==> src/rtl/analogizer_csync_gen.sv <==
// analogizer_csync_gen: composite sync generator with 2-ce_pix aligned video pipeline and line-lock detect
// clk_vid/reset_l: video clock, async active-low reset; ce_pix: pixel enable
// hs_in/vs_in (active low), de_in, r_in/g_in/b_in: raw core video
// csync_mode: 0 xnor, 1 serrated, 2 hs only, 3 as 0
// csync_n, hs_out, vs_out, de_out, r_out/g_out/b_out: video delayed 2 ce_pix
// line_len: last measured line length; locked: line timing stable
module analogizer_csync_gen #(
  parameter int CNT_W    = 12,
  parameter int RGB_W    = 6,
  parameter int MIN_LINE = 64
) (
  input  logic             clk_vid,
  input  logic             reset_l,
  input  logic             ce_pix,
  input  logic             hs_in,
  input  logic             vs_in,
  input  logic             de_in,
  input  logic [RGB_W-1:0] r_in,
  input  logic [RGB_W-1:0] g_in,
  input  logic [RGB_W-1:0] b_in,
  input  logic [1:0]       csync_mode,
  output logic             csync_n,
  output logic             hs_out,
  output logic             vs_out,
  output logic             de_out,
  output logic [RGB_W-1:0] r_out,
  output logic [RGB_W-1:0] g_out,
  output logic [RGB_W-1:0] b_out,
  output logic [CNT_W-1:0] line_len,
  output logic             locked
);
  localparam int PW = 3 + 3 * RGB_W;
  localparam logic [CNT_W-1:0] SAT   = '1;
  localparam logic [CNT_W-1:0] ONE   = CNT_W'(1);
  localparam logic [CNT_W-1:0] MIN_L = CNT_W'(MIN_LINE);
  localparam logic [PW-1:0]    RST1  = {2'b11, (PW-2)'(0)};
  logic [PW-1:0]    p1_q, p1_d;
  logic [PW:0]      p2_q, p2_d;
  logic [CNT_W-1:0] pos_q, pos_d, hs_w_q, hs_w_d, line_len_q, line_len_d;
  logic [CNT_W-1:0] len, half;
  logic [1:0]       mode_q, mode_d;
  logic             seen_q, seen_d, locked_q, locked_d;
  logic             hs1, vs1, fall, rise, sat, in_win, xnor_s, csync_d;
  // pos_q is the position of the pixel currently held in stage 1
  always_comb begin
    hs1        = p1_q[PW-1];
    vs1        = p1_q[PW-2];
    fall       = hs1 & ~hs_in;
    rise       = ~hs1 & hs_in;
    sat        = pos_q == SAT;
    len        = sat ? SAT : pos_q + ONE;
    half       = line_len_q >> 1;
    in_win     = (pos_q >= half - hs_w_q && pos_q < half) ||
                 (pos_q >= line_len_q - hs_w_q && pos_q < line_len_q);
    xnor_s     = ~(hs1 ^ vs1);
    csync_d    = mode_q == 2'd2 ? hs1 :
                 (mode_q == 2'd1 && locked_q) ? (vs1 ? hs1 : (hs_w_q < half ? in_win : xnor_s)) :
                 xnor_s;
    p1_d       = {hs_in, vs_in, de_in, r_in, g_in, b_in};
    p2_d       = {csync_d, p1_q};
    pos_d      = fall ? '0 : sat ? pos_q : pos_q + ONE;
    hs_w_d     = rise ? len : (sat && !hs1) ? SAT : hs_w_q;
    mode_d     = fall ? (csync_mode == 2'd3 ? 2'd0 : csync_mode) : mode_q;
    seen_d     = seen_q | fall;
    // the first falling edge after reset only starts the count
    line_len_d = (fall && seen_q) ? len : line_len_q;
    locked_d   = (fall && seen_q) ? (len >= MIN_L && len == line_len_q) : sat ? 1'b0 : locked_q;
  end
  always_ff @(posedge clk_vid or negedge reset_l)
    if (!reset_l) begin
      p1_q       <= RST1;
      p2_q       <= {1'b1, RST1};
      pos_q      <= '0;
      hs_w_q     <= '0;
      line_len_q <= '0;
      mode_q     <= '0;
      seen_q     <= 1'b0;
      locked_q   <= 1'b0;
    end else if (ce_pix) begin
      p1_q       <= p1_d;
      p2_q       <= p2_d;
      pos_q      <= pos_d;
      hs_w_q     <= hs_w_d;
      line_len_q <= line_len_d;
      mode_q     <= mode_d;
      seen_q     <= seen_d;
      locked_q   <= locked_d;
    end
  assign {csync_n, hs_out, vs_out, de_out, r_out, g_out, b_out} = p2_q;
  assign line_len = line_len_q;
  assign locked   = locked_q;
endmodule

==> config.mk <==
export PLATFORM = sky130hd
export DESIGN_NAME = analogizer_csync_gen
export DESIGN_NICKNAME = d
export VERILOG_FILES = /design/src/rtl/analogizer_csync_gen.sv
export SDC_FILE = /design/constraint.sdc
export NUM_CORES = 1
export LEC_CHECK = 0
export ABC_AREA = 1
export BUFFER_PORTS_ARGS = -buffer_cell sky130_fd_sc_hd__buf_4
export CELL_PAD_IN_SITES_DETAIL_PLACEMENT = 1
export CELL_PAD_IN_SITES_GLOBAL_PLACEMENT = 2
export CORE_UTILIZATION = 38
export DETAILED_ROUTE_END_ITERATION = 8
export PLACE_DENSITY = 0.92
export SYNTH_ARGS = -nofsm -noshare
export SYNTH_HDL_FRONTEND = slang
export SYNTH_SLANG_ARGS = --single-unit
==> constraint.sdc <==
create_clock -name clk_vid -period 9.02 [get_ports clk_vid]
set_clock_uncertainty 0.1 [all_clocks]
set_input_delay 0.451 -clock clk_vid [delete_from_list [all_inputs] [get_ports clk_vid]]
set_output_delay 0.451 -clock clk_vid [all_outputs]
set_load 0.02 [all_outputs]
# [Word-level counts from Yosys, hierarchy flattened]
# Cells that the tools add are included.
[totals] regBits=83 input_bits=26 out_inout_bits=35
[classes] n_reduce_logical=15 bitwise=7 mux=12 add_sub_neg=3 magnitude_cmp=6 eq_ne=6
[ops] operator="12-bit two-way mux" n=5
[ops] operator="12-bit >= comparator" n=2
[ops] operator="12-bit by 11-bit < comparator with 1-bit output" n=2
[ops] operator="12-bit by 1-bit adder with 12-bit output (second input constant)" n=1
[ops] operator="12-bit == test" n=1
[ops] operator="12-bit == test (second input constant)" n=1
[ops] operator="12-bit by 7-bit >= comparator with 1-bit output (second input constant)" n=1
[ops] operator="12-bit < comparator" n=1
[ops] operator="11-bit by 12-bit subtractor with 12-bit output" n=1
[ops] operator="12-bit subtractor" n=1
[ops] operator="2-bit AND reduction" n=5
[ops] operator="1-bit logical AND" n=6
[ops] operator="1-bit two-way mux" n=6
[ops] operator="2-bit == test (second input constant)" n=2
[ops] operator="2-bit nonzero test" n=2
[ops] operator="1-bit NOT" n=3
[ops] operator="1-bit AND" n=2
[ops] operator="2-bit by 1-bit == test with 1-bit output (second input constant)" n=1
[ops] operator="2-bit two-way mux" n=1
[ops] operator="2-bit inequality test (second input constant)" n=1
[ops] operator="1-bit logical NOT" n=1
[ops] operator="1-bit logical OR" n=1
[ops] operator="1-bit bitwise OR" n=1
[ops] operator="1-bit XOR" n=1

# [Depth between registers and ports, before layout]
[depth] depth_word=8 depth_mapped=22

# [Worst setup path after synthesis]
# OpenSTA, ideal clock, no wires.
[synth_path] path_kind="register -> register" from="register line_len_q[1] (netlist: line_len[1])" to="register p2_q[21]" setup_time_ps=76 path_buffers=0 arrival_time_ps=2892 setup_slack_ps=5952 synth_period_minus_slack_ps=3068 path_stages_with_launch=23 path_cell_list="dfrtp_1 inv_1 ha_1 inv_1 fa_1 nand3_1 nand2_1 a21boi_0 o21ai_0 nand3_1 nand2_1 xor2_1 ha_1 nand2_1 o21ai_0 a21oi_1 nand2_1 nand2_1 nand2_1 nand2_1 nand2_1 nand2_1 nand2_1"
[synth_between] elab_chain_cells=8
[synth_lines] element="start, declared" line="39" text="logic [CNT_W-1:0] pos_q, pos_d, hs_w_q, hs_w_d, line_len_q, line_len_d;"
[synth_lines] element="start signal, assigned" line="84" text="line_len_q <= line_len_d;"
[synth_lines] element="11-bit by 12-bit subtractor with 12-bit output or 12-bit subtractor (tied branches)" line="53, 54"
[synth_lines] element="12-bit >= comparator, on equally long branches" line="53, 54"
[synth_lines] element="1-bit logical AND, on equally long branches" line="53, 54"
[synth_lines] element="1-bit logical OR" line="53" text="in_win = (pos_q >= half - hs_w_q && pos_q < half) ||"
[synth_lines] element="1-bit two-way mux * (3 in series)" line="57" text="(mode_q == 2'd1 && locked_q) ? (vs1 ? hs1 : (hs_w_q < half ? in_win : xnor_s)) :"
[synth_lines] element="1-bit two-way mux *" line="56" text="csync_d = mode_q == 2'd2 ? hs1 :"
[synth_lines] element="end signal, assigned" line="72" text="p2_q <= {1'b1, RST1};"
[synth_lines] element="end signal, assigned" line="81" text="p2_q <= p2_d;"
[synth_lines] element="end, declared" line="38" text="logic [PW:0] p2_q, p2_d;"
# Mark *: on every way between the ends. The rest lies on a longest branch, timed or not.
# A chain may end at the register's enable or synchronous reset.

# [Final worst setup path]
# Same ends and word-level chain as after synthesis.

==> results.yml <==
timing:
  hold_viol: 0
  finalCritPeriodShare_pct: 39.33
  worst_slew_pin_slew_ns: 1.072
  min_period_ns: 3.548
  holdWs_ns: 0.2023
  setup_tns_ns: 0
  clock.fmax_mhz: 281.9
  slew_violations: 0
  rsz0062_at_grt: "false"
  finalSetupViolCount: 0
  relSlewSlack_pct: 28.03
synth:
  synth_compound_area_share_pct: 13.57
  ys_top_cells_by_area: "dfrtp_1, ha_1, nand2_1"
  ys.flop_type: "dfrtp_1"
  synth_xor_area_share_pct: 3.904
  synth.top_cell.area_share_pct: 33.65
  synthArstFlopShare_pct: 100.0
  ys_seq_area_share_pct: 35.91
  syn_nets: 849
  post-synth-top-area-cell: "dfrtp_1"
  synth_seq_cells: 83
  synthCells: 753
  synth_top_family_by_area: "simple AND/OR/NAND/NOR gates"
  synth_area_um2: 5801
  synthMuxAreaShare_pct: 0
  synth_edf_count: 0
  yosys.area_share.simple_pct: 23.53
  synth_fa_ha_area_share_pct: 15.36
  syn_avg_cell_area_um2: 7.703
  synth.distinct_cells: 45
  ys_warn_count: 0
global_route:
  grt_pass1_wl_um: 29330
  grt_overflow: 0
  grt_pass1_vias: 5973
  grt_use_total_pct: 23.68
  grt_max_degree: 47
  grt_antenna_before_repair: 0
clocking:
  cts_max_path_buffers: 2
  cts_root_buf: "clkbuf_16"
  cts_tree: "done"
  cts_resized: 0
  postCtsSetupRepairBufs: 0
  clkTransAtPathRegs_ns: 0.07
  clock_sinks: 83
  htree_levels: 3
  clk-insertion-delay-late_ns: 0.35
  cts_made_buffers: 9
critical_path:
  worst-path-stages: 22
  critical-path-top-delay-family: "simple AND/OR/NAND/NOR gates"
  r2r_cells: 22
  arrival_ns: 3.74
  worstSetupEndpoint: "p2_q[21]"
  worstSetupPathType: "flop to flop"
  cp-startpoint: "line_len[1]"
  worstSetupEndpointType: "flop"
  r2r_end: "p2_q[21]"
  rrSetupSlack_ns: 5.47
  cp-start-kind: "flop"
  path_buf_inv: 2
  required_ns: 9.21
  slowest_delay_ns: 0.43
  r2r-start: "line_len[1]"
  crit_chain: "inv_1 > ha_1 > inv_1 > fa_1 > nand3_1 > nand2_1 > a21boi_0 > o21ai_0 > nand3_1 > nand2_1 > xor2_1 > ha_1 > nand2_1 > o21ai_0 > a21oi_1 > nand2_1 > nand2_1 > nand2_1 > nand2_1 > nand2_1 > nand2_1 > nand2_1"
  crit_fanout: 6
  cpMostUsedCell: "nand2_1"
  slowest_stage: "dfrtp_1"
cells_and_area:
  final_nets: 906
  area_growth_pct: 16.22
  final_cells: 999
  final_cell_area_um2: 6741
  diodes: 0
  drive_gt1_share_pct: 12.52
  fillers: 1809
pwr:
  power.leakage_uw: 0.003575
  ir_drop_uv: 126.6
  power_density_nw_per_um2: 218.2
hold_path:
  min_path_type: "primary input to flop"
routing:
  finalWirelength_um: 17140
  ant_nets: 0
  drc: 0
  drtPass1Iterations: 4
  wire_per_inst_um: 17.16
  via_per_inst: 5.285
  drt_iter0_drc: 281
  via_count: 5280
floorplanning:
  coreArea_um2: 14700
  boundaryPins: 61
  start_util_pct: 39.46
  fp-row-count: 44
  die-area_um2: 15760
  dieHeight_um: 125.6
  die_w_um: 125.6
place:
  detailed_place_hpwl_um: 13600
  placed_area_um2: 6412
  placedCellCount: 982
  portBuffers: 60
  gp_congestion: 0.8654
flow_run:
  drv_cap: 0
run_status:
  status: "finished, final reports clean"
## report_power, final
| group | switching, uW | internal [uW] |
|---|---|---|
| Combinational | 379 | 220 |
| Sequential | 52.6 | 422 |
| Clock | 154 | 243 |
| Total | 586 | 886 |
## cell families (layout without fill, tap and decap cells)
kind of cell	after synthesis	after routing
flops	83	83
xor+xnor	25	25
simple gates	315	315
fa+ha+maj	70	70
compound gates	145	145
buf+inv	115	177
## repair_timing
action / in CTS / in global routing
endpoints found under the hold margin: 20 / 0
endpoints found under the setup margin: 0 / 0
hold buffers: 1 / 0
## through the flow
stage                     utilization, %  setup slack, ns  power, uW
after floorplan                        -            5.952      868.2
after global placement             43.62            5.774       1040
after detailed placement           43.62            5.539       1082
after CTS                          45.86            5.522       1486
after global routing               45.86            5.098       1589
final                              45.86            5.472       1471
## worst min path at each step
stage / start / end / slack [ns] / cells after the start
6_report: csync_mode[1] / mode_q[0] / 0.20 / 2
5_1_grt: csync_mode[1] / mode_q[0] / 0.21 / 2
4_1_cts: csync_mode[1] / mode_q[0] / 0.19 / 2
3_5_place_dp: reset_l / p1_q[11] / 0.36 / 1
3_3_place_gp: p1_q[4] / p1_q[4] / 0.35 / 2
2_1_floorplan: reset_l / hs_w_q[0] / 0.06 / 0
## per-layer routing
metal	vias up	routed length, um	global-route usage, %
met2	91	8426	41.60
met4	0	586	11.91
met3	34	463	2.396
met1	2568	7667	28.81
li1	2587	-	-
met5	-	0	0
## state kept, by name (all words and copies together), names as in the netlist
name,flops
hs_w_q,12
line_len,12
locked,1
mode_q,2
p1_q,21
p2_q,22
pos_q,12
seen_q,1
## layout make-up
type | count | area, um^2 | area share (%)
flip-flops and latches | 83 | 2083 | 30.90
multi-input cells | 555 | 3269 | 48.50
well taps | 184 | 230.2 | 3.415
clock inverters | 6 | 90.09 | 1.336
inverters | 99 | 371.6 | 5.512
clock buffers | 10 | 229.0 | 3.396
repair buffers | 62 | 467.9 | 6.941
## layout by cell type (no fill, tap or decap), types with 6 or more instances in the layout
cell type / n
ha_1: 68
clkbuf_16: 9
inv_1: 95
nand2_1: 196
dfrtp_1: 78
buf_4: 61
nor2_1: 48
nor3_1: 8
o21ai_0: 57
nand3_1: 35
o21bai_1: 6
a21oi_1: 56
nand4_1: 11
xor2_1: 19
o22ai_1: 10
## Yosys cell counts, types with 2 or more instances
cell      count
o31ai_1       2
nor2_2        2
clkbuf_1      7
xor2_1       19
dfrtp_1      78
o22ai_1      10
o21bai_1      6
o21ai_0      57
inv_1        95
a21oi_1      56
xnor2_1       5
inv_2         3
buf_2         4
dfstp_2       5
nand2_1     196
o21ai_1       4
nand3_2       4
ha_1         68
nand2_2       3
nand3_1      35
fa_1          2
buf_1         3
nor2_1       48
nor3_1        8
nor2_4        2
a21o_1        2
nand4_1      11
No activity file was read; power rests on OpenSTA's default activity.
